$ cat config.mk
export PLATFORM = sky130hd
export DESIGN_NAME = sram_port_arbiter_flat
export DESIGN_NICKNAME = d
export VERILOG_FILES = /design/src/rtl/sram_arb_pkg.sv /design/src/rtl/sram_port_arbiter_if.sv /design/src/rtl/sram_arb_watchdog.sv /design/src/rtl/sram_port_arbiter.sv /design/src/flat_wrapper.sv
export SDC_FILE = /design/constraint.sdc
export NUM_CORES = 1
export LEC_CHECK = 0
export CORE_ASPECT_RATIO = 1.2
export CORE_MARGIN = 2
export CORE_UTILIZATION = 35
export CTS_BUF_LIST = sky130_fd_sc_hd__clkbuf_4 sky130_fd_sc_hd__clkbuf_8
export DETAILED_ROUTE_END_ITERATION = 16
export PLACE_DENSITY = 0.81
export REMOVE_ABC_BUFFERS = 1
export SLEW_MARGIN = 20
export SYNTH_ARGS = -nofsm -noshare
export SYNTH_HDL_FRONTEND = slang
export SYNTH_SLANG_ARGS = --single-unit
export TNS_END_PERCENT = 30
$ cat constraint.sdc
create_clock -name clk -period 1.65 [get_ports clk]
set_clock_uncertainty 0.1 [all_clocks]
set_input_delay 0.495 -clock clk [delete_from_list [all_inputs] [get_ports clk]]
set_output_delay 0.495 -clock clk [all_outputs]
set_load 0.03 [all_outputs]
$ cat src/rtl/sram_arb_pkg.sv
// sram_arb_pkg: shared state encoding and default bus widths for the SRAM port arbiter
package sram_arb_pkg;
    localparam int ADDR_W_DEF = 17;
    localparam int DATA_W_DEF = 8;
    typedef enum logic [1:0] {IDLE, WRITE, READ} state_t;
endpackage

$ cat src/rtl/sram_port_arbiter_if.sv
// sram_port_arbiter_if: client write/read handshakes plus the SRAM controller write/read ports
//   master: arbiter side (drives dones, rd_data, mem_* requests, busy)
//   slave : clients and SRAM controller side
interface sram_port_arbiter_if import sram_arb_pkg::*; #(
    parameter int ADDR_W = ADDR_W_DEF,
    parameter int DATA_W = DATA_W_DEF
);
    logic              wr_req;
    logic [ADDR_W-1:0] wr_addr;
    logic [DATA_W-1:0] wr_data;
    logic              wr_done;
    logic              rd_req;
    logic [ADDR_W-1:0] rd_addr;
    logic [DATA_W-1:0] rd_data;
    logic              rd_done;
    logic              mem_w_request;
    logic [ADDR_W-1:0] mem_w_address;
    logic [DATA_W-1:0] mem_w_data;
    logic              mem_w_done;
    logic              mem_r_request;
    logic [ADDR_W-1:0] mem_r_address;
    logic [DATA_W-1:0] mem_r_data;
    logic              mem_r_done;
    logic              busy;
    modport master (
        input  wr_req, wr_addr, wr_data, rd_req, rd_addr, mem_w_done, mem_r_data, mem_r_done,
        output wr_done, rd_data, rd_done, mem_w_request, mem_w_address, mem_w_data,
               mem_r_request, mem_r_address, busy
    );
    modport slave (
        output wr_req, wr_addr, wr_data, rd_req, rd_addr, mem_w_done, mem_r_data, mem_r_done,
        input  wr_done, rd_data, rd_done, mem_w_request, mem_w_address, mem_w_data,
               mem_r_request, mem_r_address, busy
    );
endinterface

$ cat src/rtl/sram_arb_watchdog.sv
// sram_arb_watchdog: counts cycles spent in a memory transaction and flags a timeout
//   clk, reset: clock and synchronous active-high reset
//   active    : high while a transaction is outstanding (counter clears otherwise)
//   timeout   : high in the TIMEOUT_CYCLES-th cycle of an outstanding transaction
module sram_arb_watchdog #(
    parameter int TIMEOUT_CYCLES = 64
) (
    input  logic clk,
    input  logic reset,
    input  logic active,
    output logic timeout
);
    localparam int CW = $clog2(TIMEOUT_CYCLES + 1);
    logic [CW-1:0] cnt_q, cnt_d;
    always_comb begin
        cnt_d   = active ? cnt_q + 1'b1 : '0;
        timeout = active && cnt_q == CW'(TIMEOUT_CYCLES - 1);
    end
    always_ff @(posedge clk) begin
        if (reset) cnt_q <= '0;
        else       cnt_q <= cnt_d;
    end
endmodule

$ cat src/rtl/sram_port_arbiter.sv
// sram_port_arbiter: arbitrates one write and one read client onto an SRAM controller, read-favoured with write anti-starvation
//   clk, reset: clock and synchronous active-high reset
//   bus       : client handshakes, SRAM controller ports and busy (sram_port_arbiter_if.master)
//   error     : sticky watchdog timeout flag, only with SRAM_ARB_WATCHDOG_EN defined
module sram_port_arbiter import sram_arb_pkg::*; #(
    parameter int ADDR_W         = ADDR_W_DEF,
    parameter int DATA_W         = DATA_W_DEF,
    parameter int READ_BURST_MAX = 4,
    parameter int TIMEOUT_CYCLES = 64
) (
    input  logic clk,
    input  logic reset,
`ifdef SRAM_ARB_WATCHDOG_EN
    output logic error,
`endif
    sram_port_arbiter_if.master bus
);
    localparam int SW = $clog2(READ_BURST_MAX + 1);
    state_t            state_q, state_d;
    logic [SW-1:0]     starve_q, starve_d;
    logic              mem_w_req_q, mem_w_req_d, mem_r_req_q, mem_r_req_d;
    logic              wr_done_q, wr_done_d, rd_done_q, rd_done_d;
    logic [ADDR_W-1:0] w_addr_q, w_addr_d, r_addr_q, r_addr_d;
    logic [DATA_W-1:0] w_data_q, w_data_d, rd_data_q, rd_data_d;
    logic              accept, grant_w, grant_r, timeout;
`ifdef SRAM_ARB_WATCHDOG_EN
    logic error_q, error_d;
    sram_arb_watchdog #(.TIMEOUT_CYCLES(TIMEOUT_CYCLES)) u_watchdog (
        .clk(clk), .reset(reset), .active(state_q != IDLE), .timeout(timeout)
    );
    assign error = error_q;
`else
    assign timeout = 1'b0;
`endif
    always_comb begin
        // the cycle a done pulse is out, requests are ignored so the client can drop its request
        accept      = state_q == IDLE && !wr_done_q && !rd_done_q;
        grant_w     = accept && bus.wr_req && (!bus.rd_req || starve_q == SW'(READ_BURST_MAX));
        grant_r     = accept && bus.rd_req && !grant_w;
        starve_d    = (grant_w || (state_q == IDLE && !bus.wr_req)) ? '0 :
                      (grant_r && starve_q != SW'(READ_BURST_MAX)) ? starve_q + 1'b1 : starve_q;
        state_d     = state_q;
        mem_w_req_d = mem_w_req_q;
        mem_r_req_d = mem_r_req_q;
        w_addr_d    = w_addr_q;
        w_data_d    = w_data_q;
        r_addr_d    = r_addr_q;
        rd_data_d   = rd_data_q;
        wr_done_d   = 1'b0;
        rd_done_d   = 1'b0;
        if (grant_w) begin
            state_d     = WRITE;
            mem_w_req_d = 1'b1;
            w_addr_d    = bus.wr_addr;
            w_data_d    = bus.wr_data;
        end
        if (grant_r) begin
            state_d     = READ;
            mem_r_req_d = 1'b1;
            r_addr_d    = bus.rd_addr;
        end
        if (state_q == WRITE && (bus.mem_w_done || timeout)) begin
            state_d     = IDLE;
            mem_w_req_d = 1'b0;
            wr_done_d   = 1'b1;
        end
        if (state_q == READ && (bus.mem_r_done || timeout)) begin
            state_d     = IDLE;
            mem_r_req_d = 1'b0;
            rd_done_d   = 1'b1;
            rd_data_d   = bus.mem_r_done ? bus.mem_r_data : rd_data_q;
        end
`ifdef SRAM_ARB_WATCHDOG_EN
        // a done arriving in the timeout cycle still counts as a normal completion
        error_d = error_q || (timeout && !(state_q == WRITE ? bus.mem_w_done : bus.mem_r_done));
`endif
    end
    always_ff @(posedge clk) begin
        if (reset) begin
            state_q     <= IDLE;
            starve_q    <= '0;
            mem_w_req_q <= 1'b0;
            mem_r_req_q <= 1'b0;
            wr_done_q   <= 1'b0;
            rd_done_q   <= 1'b0;
            w_addr_q    <= '0;
            w_data_q    <= '0;
            r_addr_q    <= '0;
            rd_data_q   <= '0;
`ifdef SRAM_ARB_WATCHDOG_EN
            error_q     <= 1'b0;
`endif
        end else begin
            state_q     <= state_d;
            starve_q    <= starve_d;
            mem_w_req_q <= mem_w_req_d;
            mem_r_req_q <= mem_r_req_d;
            wr_done_q   <= wr_done_d;
            rd_done_q   <= rd_done_d;
            w_addr_q    <= w_addr_d;
            w_data_q    <= w_data_d;
            r_addr_q    <= r_addr_d;
            rd_data_q   <= rd_data_d;
`ifdef SRAM_ARB_WATCHDOG_EN
            error_q     <= error_d;
`endif
        end
    end
    assign bus.mem_w_request = mem_w_req_q;
    assign bus.mem_w_address = w_addr_q;
    assign bus.mem_w_data    = w_data_q;
    assign bus.mem_r_request = mem_r_req_q;
    assign bus.mem_r_address = r_addr_q;
    assign bus.rd_data       = rd_data_q;
    assign bus.wr_done       = wr_done_q;
    assign bus.rd_done       = rd_done_q;
    assign bus.busy          = state_q != IDLE;
endmodule

$ cat src/flat_wrapper.sv
// flat-port wrapper written by rule: the top's interface ports become plain ports
module sram_port_arbiter_flat import sram_arb_pkg::*;
#(
    parameter int ADDR_W         = ADDR_W_DEF,
    parameter int DATA_W         = DATA_W_DEF,
    parameter int READ_BURST_MAX = 4,
    parameter int TIMEOUT_CYCLES = 64
)
  (clk, reset, bus_wr_req, bus_wr_addr, bus_wr_data, bus_rd_req, bus_rd_addr, bus_mem_w_done, bus_mem_r_data, bus_mem_r_done, bus_wr_done, bus_rd_data, bus_rd_done, bus_mem_w_request, bus_mem_w_address, bus_mem_w_data, bus_mem_r_request, bus_mem_r_address, bus_busy);
  sram_port_arbiter_if #(.ADDR_W(ADDR_W), .DATA_W(DATA_W)) bus_i ();
  input  logic clk;
  input  logic reset;
  input wire logic [$bits(bus_i.wr_req)-1:0] bus_wr_req;
  input wire logic [$bits(bus_i.wr_addr)-1:0] bus_wr_addr;
  input wire logic [$bits(bus_i.wr_data)-1:0] bus_wr_data;
  input wire logic [$bits(bus_i.rd_req)-1:0] bus_rd_req;
  input wire logic [$bits(bus_i.rd_addr)-1:0] bus_rd_addr;
  input wire logic [$bits(bus_i.mem_w_done)-1:0] bus_mem_w_done;
  input wire logic [$bits(bus_i.mem_r_data)-1:0] bus_mem_r_data;
  input wire logic [$bits(bus_i.mem_r_done)-1:0] bus_mem_r_done;
  output wire logic [$bits(bus_i.wr_done)-1:0] bus_wr_done;
  output wire logic [$bits(bus_i.rd_data)-1:0] bus_rd_data;
  output wire logic [$bits(bus_i.rd_done)-1:0] bus_rd_done;
  output wire logic [$bits(bus_i.mem_w_request)-1:0] bus_mem_w_request;
  output wire logic [$bits(bus_i.mem_w_address)-1:0] bus_mem_w_address;
  output wire logic [$bits(bus_i.mem_w_data)-1:0] bus_mem_w_data;
  output wire logic [$bits(bus_i.mem_r_request)-1:0] bus_mem_r_request;
  output wire logic [$bits(bus_i.mem_r_address)-1:0] bus_mem_r_address;
  output wire logic [$bits(bus_i.busy)-1:0] bus_busy;
  assign bus_i.wr_req = bus_wr_req;
  assign bus_i.wr_addr = bus_wr_addr;
  assign bus_i.wr_data = bus_wr_data;
  assign bus_i.rd_req = bus_rd_req;
  assign bus_i.rd_addr = bus_rd_addr;
  assign bus_i.mem_w_done = bus_mem_w_done;
  assign bus_i.mem_r_data = bus_mem_r_data;
  assign bus_i.mem_r_done = bus_mem_r_done;
  assign bus_wr_done = bus_i.wr_done;
  assign bus_rd_data = bus_i.rd_data;
  assign bus_rd_done = bus_i.rd_done;
  assign bus_mem_w_request = bus_i.mem_w_request;
  assign bus_mem_w_address = bus_i.mem_w_address;
  assign bus_mem_w_data = bus_i.mem_w_data;
  assign bus_mem_r_request = bus_i.mem_r_request;
  assign bus_mem_r_address = bus_i.mem_r_address;
  assign bus_busy = bus_i.busy;
  sram_port_arbiter #(.ADDR_W(ADDR_W), .DATA_W(DATA_W), .READ_BURST_MAX(READ_BURST_MAX), .TIMEOUT_CYCLES(TIMEOUT_CYCLES)) u_core (.clk(clk), .reset(reset), .bus(bus_i));
endmodule
## Yosys cells after proc, flatten, opt, wreduce, memory -nomap -nowiden

Index checks and enable logic that the tools add are counted.

| storage, ports and cells | value |
|---|---|
| bits in registers | 59 |
| word-level logic and storage cells | 46 |
| output and inout bits | 55 |

| operators by class | value |
|---|---|
| equality and inequality tests | 4 |
| reduce and logical (&&, ||, !) cells | 26 |
| $add $sub $neg | 1 |
| mux-type cells | 4 |

Operator list:

| cell | count |
|---|---|
| logical AND 1 bit | 10 |
| OR reduction 2 bit | 3 |
| logical NOT 1 bit | 5 |
| two-way mux 2 bit | 2 |
| nonzero test 2 bit | 2 |
| OR reduction 4 bit | 1 |
| adder 3 x 1 -> 3 bit, second input constant | 1 |
| == test 3 bit, second input constant | 1 |
| != test 3 bit, second input constant | 1 |
| OR reduction 3 bit | 1 |
| == test 2 x 1 -> 1 bit, second input constant | 1 |
| == test 2 bit, second input constant | 1 |
| logical NOT 2 bit | 1 |
| logical OR 1 bit | 2 |
| two-way mux 1 bit | 2 |
| AND reduction 2 bit | 1 |

## Longest topological paths before layout

Gate-level depths: netlist of the first run.

| logic depth | value |
|---|---|
| word-level depth | 8 |
| gate-level depth with buffers | 7 |
| mapped depth without buffers | 5 |

## Worst setup path before layout of the first run

Ideal clock, no wire load.

| timing | value |
|---|---|
| path kind | reg-to-reg |
| start point | reg u_core.state_q[0] |
| end point | reg u_core.w_data_q[4], in the netlist u_core.bus.mem_w_data[4] |
| cell stages (with the launch flop) | 7 |
| setup time | 0.132 ns |
| clock period less this slack | 1.727 ns |
| slack | -0.077 ns |
| data required time | 1.418 ns |
| arrival time | 1.495 ns |
| cell sequence | dfxtp_1 > buf_6 > or4_4 > buf_6 > buf_6 > o31ai_2 > a21oi_1 |

| between the ends | value |
|---|---|
| longest elaborated chain between the ends | 5 |

Ends and longest elaborated chain:

| element | line | source |
|---|---|---|
| start: declaration | sram_port_arbiter.sv:19 | `state_t state_q, state_d;` |
| start signal: assignment | sram_port_arbiter.sv:94 | `state_q <= state_d;` |
| logical NOT 2 bit | sram_port_arbiter.sv:37 | `accept = state_q == IDLE && !wr_done_q && !rd_done_q;` |
| logical AND 1 bit (2 in a row) | sram_port_arbiter.sv:37 |  |
| logical AND 1 bit (2 in a row) | sram_port_arbiter.sv:38 | `grant_w = accept && bus.wr_req && (!bus.rd_req \|\| starve_q == SW'(READ_BURST_MAX));` |
| end signal: assignment | sram_port_arbiter.sv:101 | `w_data_q <= w_data_d;` |
| end: declaration | sram_port_arbiter.sv:24 | `logic [DATA_W-1:0] w_data_q, w_data_d, rd_data_q, rd_data_d;` |

Every way passes these cells.
A chain may end at the register's enable or synchronous reset.

## Final worst setup path of the first run

| timing | value |
|---|---|
| start point | reg u_core.state_q[0] |
| end point | reg u_core.w_addr_q[3], in the netlist u_core.bus.mem_w_address[3] |

| between the ends | value |
|---|---|
| longest elaborated chain between the ends | 5 |

Ends and longest elaborated chain:

| element | line | source |
|---|---|---|
| logical NOT 2 bit | sram_port_arbiter.sv:37 |  |
| logical AND 1 bit (2 in a row) | sram_port_arbiter.sv:37 |  |
| logical AND 1 bit (2 in a row) | sram_port_arbiter.sv:38 |  |
| end signal: assignment | sram_port_arbiter.sv:100 | `w_addr_q <= w_addr_d;` |
| end: declaration | sram_port_arbiter.sv:23 | `logic [ADDR_W-1:0] w_addr_q, w_addr_d, r_addr_q, r_addr_d;` |

Every way passes these cells.

==> results.yml, run 1 <==
worst_setup_path:
  cpPeakStageDelay_ns: 0.56
  critPathTopFamily: "simple AND/OR/NAND/NOR gates"
  end_kind: "flop"
  cp_num_buf_inv: 2
  startpoint: "u_core.state_q[0]"
  crit_type: "flop to flop"
  r2r_start: "u_core.state_q[0]"
  cp_max_fo: 7
  rr_worst_depth: 5
  cp-start-kind: "flop"
  slowest_stage: "or4_4"
  worst_ep_arrival_time_ns: 1.89
  crit_chain: "buf_6 > or4_4 > clkbuf_16 > o31ai_2 > a21oi_1"
  rrSetupSlack_ns: -0.13
  cp.required_ns: 1.76
  worstReg2RegEnd: "u_core.bus.mem_w_address[3]"
clock_tree:
  ctsHoldBuffers: 0
  clk_latency_ns: 0.33
  numCtsBuffers: 9
  clock-sinks: 59
  h-tree-depth: 3
  cts.clk_slew.worst_paths_ns: 0.07
  ctsLongestPathBuffers: 2
  clock-root-buffer: "clkbuf_8"
  cts_tree: "done"
yosys:
  syn-cell-area_um2: 2630
  ys_async_sr_fraction_pct: 0
  netlist.area_leader.share_pct: 44.9
  ys.flop_type: "dfxtp_1"
  synth_area_leader_cell: "dfxtp_1"
  synth_warnings: 0
  synth_area_leaders: "dfxtp_1, o31ai_2, nand2b_1, mux2i_1, nand4_1"
  synthTopCellsByCount: "dfxtp_1, nand2b_1, a21oi_1"
  yosysMostFrequentCell: "dfxtp_1"
  syn_avg_cell_area_um2: 10.1
  ys_types: 37
  synth_edf_count: 0
  yosysSeqAreaShare_pct: 44.9
  yosys_register_bits: 59
  postSynthCellCount: 261
die:
  coreArea_um2: 7270
  fp.dieW_um: 83.2
  dieHeight_um: 99.0
  ioPinCount: 111
  dieArea_um2: 8230
  start_util_pct: 36.2
  rows: 34
drt:
  highest_layer: "met4"
  avgRoutedWirePerCell_um: 16.8
  num_vias: 2545
  vias_per_cell: 5.34
  drc_errors: 0
  drt-total-wl_um: 8010
  met3WireLength_um: 582
  wl_met2_um: 4090
  ant_nets: 0
  drt_iter0_markers: 103
  drt-met1-wl_um: 3230
  first_pass_iters: 4
timing:
  finalHoldViolations: 0
  fin_crit_sh_pct: 108
  rsz0062_at_grt: "true"
  setup_violations: 46
  tightest_slew_ns: 0.350
  min_period_ns: 1.78
  timing.fmax_mhz: 561
  timing.slew.headroom_pct: 76.7
  setup_slack_ns: -0.132
  drv_slew: 0
global_route:
  grt_pass1_vias: 2595
  grt_max_degree: 34
  grt_remaining_overflow: 0
  grt_pass1_wl_um: 12400
  antenna_found_initial: 0
  grt.total_usage_pct: 18.4
place:
  post-dp-hpwl_um: 5060
  gp_congestion: 0.778
  port-buffer-count: 110
  placedCellCount: 455
  place_ws_ns: -0.381
pwr:
  pwr_density_cell_nw_per_um2: 974
  leakage_nw: 1.61
  irDropWorstVdd_uv: 632
worst_hold_path:
  hp-start: "u_core.bus.mem_w_address[0]"
  hold_depth: 2
  min_path_type: "flop to flop"
  holdPathEnd: "u_core.bus.mem_w_address[0]"
layout:
  diodes: 0
  drive_gt1_share_pct: 34.9
  stdcell_count: 477
  syn2layout_area_growth_pct: 65.2
  nNetsFinal: 441
status:
  violations: "setup timing"
  status: "finished with violations"
run:
  maxCapViolations: 0
## report_power, final
group / total [mW] / switching [mW] / internal (mW)
clock network: 1.30 / 0.577 / 0.725
logic: 1.33 / 0.693 / 0.637
registers: 1.60 / 0.0720 / 1.53
total: 4.23 / 1.34 / 2.89
## through the flow
step	utilization (%)	setup TNS, ns	hold slack, ns	power [mW]	area [um2]
after floorplan	-	-104.36	0.381	2.18	2480
after global placement	54.3	-14.06	0.355	2.76	3950
after detailed placement	54.3	-16.57	0.362	2.78	3950
after CTS	59.0	-1.81	0.372	4.15	4290
after global routing	59.8	-5.13	0.387	4.42	4350
final	59.8	-2.41	0.372	4.23	4350
## area by class of cell
type | count | area (um2)
fill | 586 | 2930
sequential | 59 | 1180
clock buffer | 10 | 138
tap | 90 | 113
multi-input combinational | 170 | 1380
timing repair buffer | 139 | 1460
clock inverter | 5 | 53.8
inverter | 4 | 15.0
## timing repair
item                                    in CTS  in global routing
pin swaps                                   11                  4
gates resized for setup                    155                 24
cloned                                       1                  2
buffers inserted                             3                  1
endpoints found under the setup margin      58                 58
## cells in the final DEF (no fill, tap or decap), types with 2 or more instances in the layout
cell	netlist	layout
nand4_1	25	25
o31ai_1	7	2
dfxtp_2	0	2
inv_1	3	3
nor2_1	2	2
buf_2	6	4
mux2i_1	17	17
o21a_1	2	2
ha_1	2	2
dfxtp_1	59	57
clkbuf_16	0	2
a21oi_1	29	28
buf_4	2	17
buf_6	4	7
nor2b_1	3	3
clkbuf_8	0	10
nand2b_1	35	35
o31ai_2	18	20
clkdlybuf4s50_1	0	54
buf_12	0	7
a22o_1	8	8
o211a_1	2	2
clkinv_2	0	3
o31ai_4	0	3
clkbuf_2	0	8
nand3b_1	3	3
clkdlybuf4s15_2	0	39
## how the worst max path moves through the flow
stage / cells past startpoint / to
floorplan: 5 / u_core.bus.mem_r_address[0]
global placement: 4 / u_core.starve_q[2]
detailed placement: 4 / u_core.starve_q[2]
CTS: 3 / bus_busy
global route: 5 / u_core.bus.mem_w_address[6]
finish: 5 / u_core.bus.mem_w_address[3]
## state kept, by name, summed over array words and instances (netlist names)
signal,cells
u_core.bus.mem_w_request,1
u_core.bus.mem_w_data,8
u_core.bus.rd_done,1
u_core.starve_q,3
u_core.state_q,2
u_core.bus.mem_r_address,17
u_core.bus.mem_w_address,17
u_core.bus.mem_r_request,1
u_core.bus.wr_done,1
u_core.bus.rd_data,8
## per-layer routing
layer	vias to the layer above	track usage [%]
met1	1211	21.4
met4	0	5.55
met3	12	6.37
li1	1206	-
met2	116	32.1
met5	-	0
## cells by family after synthesis
logic type               after synthesis  share of synthesized area, %
multiplexers                          17                          6.47
flip-flops                            59                          44.9
AO/OA/AOI/OAI                         72                          21.8
adder cells (fa/ha/maj)                2                         0.951
AND/OR/NAND/NOR                       79                          19.6
buffers and inverters                 32                          6.28
## tightest hold or removal path: stages (launching register included)
cell     delay, ns
dfxtp_1       0.32
o31ai_2       0.05
a21oi_1       0.05
Note: power is estimated with default switching activity, not from simulation.
==> run 2, diff against run 1 <==
- SYNTH_HIERARCHICAL: default -> 1
==> run 2 against run 1 <==
The flow still finishes with violations (setup timing). Core utilization is 0.50 points lower. Sequential power hardly changed. Largest cell class unchanged. Clock power up 12%. Largest power group unchanged. Critical path type is now flop to output pin. Register-to-register slack improved by 0.09 ns. Cell count is 0.42% lower. Sequential share of layout area rose by 0.23 points. Combinational power decreased by 8%. Global-route usage down 1.3 points. First-iteration DRC count shrank 20%. Critical path depth down 2.
==> results.yml, run 2 <==
timing:
  whs_ns: 0.371
  drv_slew: 0
  tightest_slew_ns: 0.343
  rsz0062_at_grt: "true"
  setup_slack_ns: -0.0744
  min_period_ns: 1.72
  fin_crit_sh_pct: 105
  timing.slew.headroom_pct: 77.1
  finalHoldViolations: 0
  setup_violations: 22
  fin_setup_tns_ns: -0.501
  timing.fmax_mhz: 580
worst_setup_path:
  crit_type: "flop to output pin"
  cp.required_ns: 1.05
  crit_chain: "buf_6 > or2_4 > buf_6"
  worst_ep_arrival_time_ns: 1.13
  cp-start-kind: "flop"
  slowest_stage: "dfxtp_2"
  startpoint: "u_core/state_q[1]"
  cp_max_fo: 2
  critPathMostFrequentCell: "buf_6"
  cpPeakStageDelay_ns: 0.32
  r2r_start: "u_core/state_q[1]"
  end_kind: "output pin"
yosys:
  syn-cell-area_um2: 2630
  netlist.area_leader.share_pct: 44.9
  synth_area_leaders: "dfxtp_1, o31ai_2, nand2b_1, mux2i_1, nand4_1"
  ys_async_sr_fraction_pct: 0
  synth_area_leader_cell: "dfxtp_1"
  yosysSeqAreaShare_pct: 44.9
  yosysMostFrequentCell: "dfxtp_1"
  ys_types: 37
  postSynthCellCount: 261
  syn_avg_cell_area_um2: 10.1
  synth_edf_count: 0
  yosys_register_bits: 59
  synth_warnings: 6
  ys.flop_type: "dfxtp_1"
  synthTopCellsByCount: "dfxtp_1, nand2b_1, a21oi_1"
layout:
  drive_gt1_share_pct: 35.8
  final_area_um2: 4310
  stdcell_count: 475
  syn2layout_area_growth_pct: 63.9
  diodes: 0
  layout_common_cells: "dfxtp_1, clkdlybuf4s50_1, clkdlybuf4s15_2, nand2b_1, nand4_1"
  final_common_cell: "dfxtp_1"
  nNetsFinal: 438
clock_tree:
  ctsLongestPathBuffers: 2
  cts_tree: "done"
  clock-root-buffer: "clkbuf_8"
  cts.clk_slew.worst_paths_ns: 0.07
  h-tree-depth: 3
  clock-sinks: 59
  numCtsBuffers: 9
  clk_latency_ns: 0.33
place:
  gp_congestion: 0.739
  placedCellCount: 454
  post-dp-hpwl_um: 4870
  placed_area_um2: 3940
  port-buffer-count: 110
drt:
  ant_nets: 0
  first_pass_iters: 4
  num_vias: 2456
  vias_per_cell: 5.17
  drt_iter0_markers: 82
  avgRoutedWirePerCell_um: 15.5
  drt-total-wl_um: 7370
  drc_errors: 0
die:
  dieHeight_um: 99.0
  start_util_pct: 36.2
  dieArea_um2: 8230
  rows: 34
  ioPinCount: 111
  coreArea_um2: 7270
  fp.dieW_um: 83.2
global_route:
  grt.busiest_layer: "met2"
  grt.total_usage_pct: 17.1
  grt_pass1_wl_um: 11700
  use_met2_pct: 28.7
  grt_pass1_vias: 2462
  antenna_found_initial: 0
  met3_usage_pct: 5.36
  use_met1_pct: 20.4
  grt_remaining_overflow: 0
  grt_max_degree: 32
worst_hold_path:
  min_path_type: "flop to flop"
  hp-start: "u_core/bus.mem_r_address[16]"
pwr:
  pwr_density_cell_nw_per_um2: 990
  finalPower_mw: 4.27
  leakage_nw: 1.57
  irDropWorstVdd_uv: 624
status:
  status: "finished with violations"
  violations: "setup timing"
run:
  maxCapViolations: 0
[run 2: worst max-delay path, delay by kind of cell, from the launching register on]
kind / cells / cell delay, ns
and+or+nand+nor: 1 / 0.24
buffers and inverters: 2 / 0.25
DFF: 1 / 0.32
[run 2: kinds of logic after synthesis]
family          count (synthesis)  synth area share [%]
buf+inv                        32                  6.28
fa+ha+maj                       2                 0.951
compound gates                 72                  21.8
simple gates                   79                  19.6
flops                          59                  44.9
mux                            17                  6.47
[run 2: path summary, 6_finish.rpt]
path                                                      to  slack (ns)  cells past startpoint
worst min register to register  u_core/bus.mem_r_address[16]        0.37                      2
worst min-delay path            u_core/bus.mem_r_address[16]        0.37                      2
worst max register to register   u_core/bus.mem_r_address[4]       -0.04                      6
worst max-delay path                                bus_busy       -0.07                      3
[run 2: routing by layer]
| layer | vias up | share of wire [%] |
|---|---|---|
| met2 | 101 | 49 |
| li1 | 1197 | - |
| met1 | 1144 | 42 |
| met4 | 0 | 1.6 |
| met3 | 14 | 7.1 |
| met5 | - | 0 |
[run 2: repair_timing]
action                                  4_1_cts  5_1_grt
hold buffers                                  0        0
gates resized for setup                     145       25
endpoints found under the setup margin       93       57
endpoints found under the hold margin         0        0
pin swaps                                    10        6
cloned                                        0        1
buffers inserted                              3        1
[run 2: stage by stage]
step	setup slack [ns]	utilization, %
6_report	-0.0744	59.3
5_1_grt	-0.142	59.3
4_1_cts	-0.0905	58.5
3_5_place_dp	-0.416	54.2
3_3_place_gp	-0.369	54.2
2_1_floorplan	-2.65	-
[run 2: layout make-up]
class | count | area [um2]
Clock buffer | 10 | 131
Timing Repair Buffer | 136 | 1400
Tap cell | 90 | 113
Multi-Input combinational cell | 170 | 1380
Clock inverter | 6 | 88.8
Sequential cell | 59 | 1180
Inverter | 4 | 15.0
Fill cell | 609 | 2960
[run 2: power by group]
group,leakage [nW],internal (mW),total [mW],switching [mW]
Clock,0.106,0.869,1.46,0.587
Sequential,0.482,1.53,1.60,0.0652
Combinational,0.986,0.565,1.22,0.650
==> run 3, diff against run 2 <==
- CORE_ASPECT_RATIO: 1.2 -> default
==> run 3 against run 2 <==
The run still ends with setup timing left. Cell count grew 2.1%. Power increased by 2.3%. Non-clock buffer count up 1. Clock-buffer cell count increased by 2. Setup slack lost 0.034 ns. Die area about the same. Sequential share of layout area fell by 0.10 points.
==> results.yml, run 3 (same netlist as run 2, synthesis figures left out) <==
status:
  status: "finished with violations"
  violations: "setup timing"
clock_tree:
  ctsLongestPathBuffers: 2
  numCtsBuffers: 9
  cts_tree: "done"
  cts.clk_slew.worst_paths_ns: 0.07
  clock-sinks: 59
  ctsHoldBuffers: 0
  clock-root-buffer: "clkbuf_8"
  h-tree-depth: 3
  clk_latency_ns: 0.33
layout:
  stdcell_count: 485
  layout_common_cells: "dfxtp_1, clkdlybuf4s50_1, nand2b_1, nand4_1, clkbuf_2"
  syn2layout_area_growth_pct: 64.8
  fillers: 649
  diodes: 0
  drive_gt1_share_pct: 37.6
  nNetsFinal: 439
  final_common_cell: "dfxtp_1"
worst_hold_path:
  hp-start: "u_core/bus.mem_w_address[0]"
  min_path_type: "flop to flop"
  hold_depth: 2
  holdPathEnd: "u_core/bus.mem_w_address[0]"
timing:
  timing.slew.headroom_pct: 75.6
  setup_slack_ns: -0.108
  tightest_slew_ns: 0.366
  setup_violations: 11
  fin_crit_sh_pct: 107
  finalHoldViolations: 0
  timing.fmax_mhz: 569
  drv_slew: 0
  rsz0062_at_grt: "true"
  min_period_ns: 1.76
worst_setup_path:
  slowest_stage: "dfxtp_2"
  rr_worst_depth: 4
  critPathTopFamily: "flip-flops"
  critPathMostFrequentCell: "buf_6"
  cp_num_buf_inv: 2
  cp_max_fo: 5
  r2r_start: "u_core/bus.rd_done"
  crit_type: "flop to output pin"
  rrSetupSlack_ns: -0.06
  end_kind: "output pin"
  crit_cells: 3
  cpPeakStageDelay_ns: 0.33
  crit_chain: "buf_6 > or2_4 > buf_6"
  worst_ep_arrival_time_ns: 1.16
  worstReg2RegEnd: "u_core/bus.mem_w_data[6]"
  cp.required_ns: 1.05
  cp-start-kind: "flop"
place:
  post-dp-hpwl_um: 5040
  place_ws_ns: -0.390
  port-buffer-count: 110
  gp_congestion: 0.739
  placedCellCount: 465
pwr:
  netSwitchingFraction_pct: 30.3
  switchingPower_mw: 1.32
  leakage_nw: 1.63
  pwr_density_cell_nw_per_um2: 1010
  comb_power_share_pct: 29.4
  pwr-share-clk_pct: 33.8
  irDropWorstVdd_uv: 483
  seqPwrFrac_pct: 36.8
  internal-power_mw: 3.04
drt:
  vias_per_cell: 5.20
  ant_nets: 0
  drt-total-wl_um: 7580
  drt_iter0_markers: 116
  num_vias: 2524
  first_pass_iters: 4
  avgRoutedWirePerCell_um: 15.6
  drc_errors: 0
global_route:
  grt.total_usage_pct: 17.2
  grt_pass1_wl_um: 11700
  antenna_found_initial: 0
  grt_remaining_overflow: 0
  grt_pass1_vias: 2580
  grt_max_degree: 43
die:
  start_util_pct: 36.3
  dieArea_um2: 8230
  ioPinCount: 111
  fp.dieW_um: 90.7
  dieHeight_um: 90.7
  rows: 31
  coreArea_um2: 7250
run:
  maxCapViolations: 0
[run 3: cell types whose count changed in the layout (fill, tap and decap cells not counted), sizes merged]
cell / before / now
inv: 5 / 4
clkdlybuf4s15: 39 / 21
clkbuf: 21 / 35
clkinv: 1 / 2
buf: 32 / 39
clkinvlp: 2 / 0
[run 3: how the worst max path moves through the flow]
stage | from | end | slack (ns)
after CTS | u_core/state_q[0] | bus_busy | -0.23
after detailed placement | bus_rd_req | u_core/starve_q[2] | -0.39
after floorplan | u_core/starve_q[0] | u_core/bus.mem_r_address[0] | -2.65
final | u_core/state_q[0] | bus_busy | -0.11
after global routing | u_core/state_q[0] | bus_busy | -0.13
after global placement | bus_rd_req | u_core/starve_q[2] | -0.35
[run 3: power groups by stage]
stage                     combinational (mW)  clock [mW]  sequential (mW)
after global routing                    1.36        1.57             1.62
final                                   1.28        1.48             1.60
after CTS                               1.14        1.51             1.59
after detailed placement                1.16           0             1.62
after global placement                  1.13           0             1.62
after floorplan                        0.367           0             1.81
[run 3: per-stage QoR]
step | hold slack (ns) | TNS, ns | instance area (um2) | total power [mW] | utilization, %
floorplan | 0.381 | -104.36 | 2480 | 2.18 | -
global placement | 0.351 | -14.92 | 3960 | 2.75 | 54.5
detailed placement | 0.361 | -17.11 | 3960 | 2.78 | 54.5
CTS | 0.371 | -0.241 | 4240 | 4.25 | 58.5
global route | 0.398 | -1.59 | 4340 | 4.54 | 59.8
finish | 0.374 | -0.330 | 4340 | 4.36 | 59.8
[run 3: cell type report]
class	count	area, um2	share of cell area (%)
multi-input cells	170	1490	34.4
clock buffers	12	153	3.52
flip-flops and latches	59	1190	27.4
repair buffers	137	1290	29.8
inverters	4	15.0	0.346
well taps	99	124	2.86
clock inverters	4	73.8	1.70
[run 3: worst reg2reg max path, cell delays in order (launching register included)]
cell and delay [ns]:
dfxtp_2 0.32, or4_4 0.62, clkbuf_16 0.22, o31ai_2 0.21, a21oi_1 0.12
[run 3: layer usage]
metal / routed length [um] / vias to the layer above / global-route usage [%]
met4: 117 / 0 / 7.05
met3: 604 / 11 / 5.93
li1: - / 1199 / -
met5: 0 / - / 0
met2: 3770 / 105 / 29.1
met1: 3080 / 1209 / 19.6
[run 3: what timing repair did]
| action | CTS | global route |
|---|---|---|
| setup endpoints to repair | 73 | 60 |
| endpoints found under the hold margin | 0 | 0 |
| gates cloned | 0 | 3 |
| gates resized for setup | 134 | 71 |
| setup buffers | 0 | 1 |
| pin swaps | 1 | 27 |
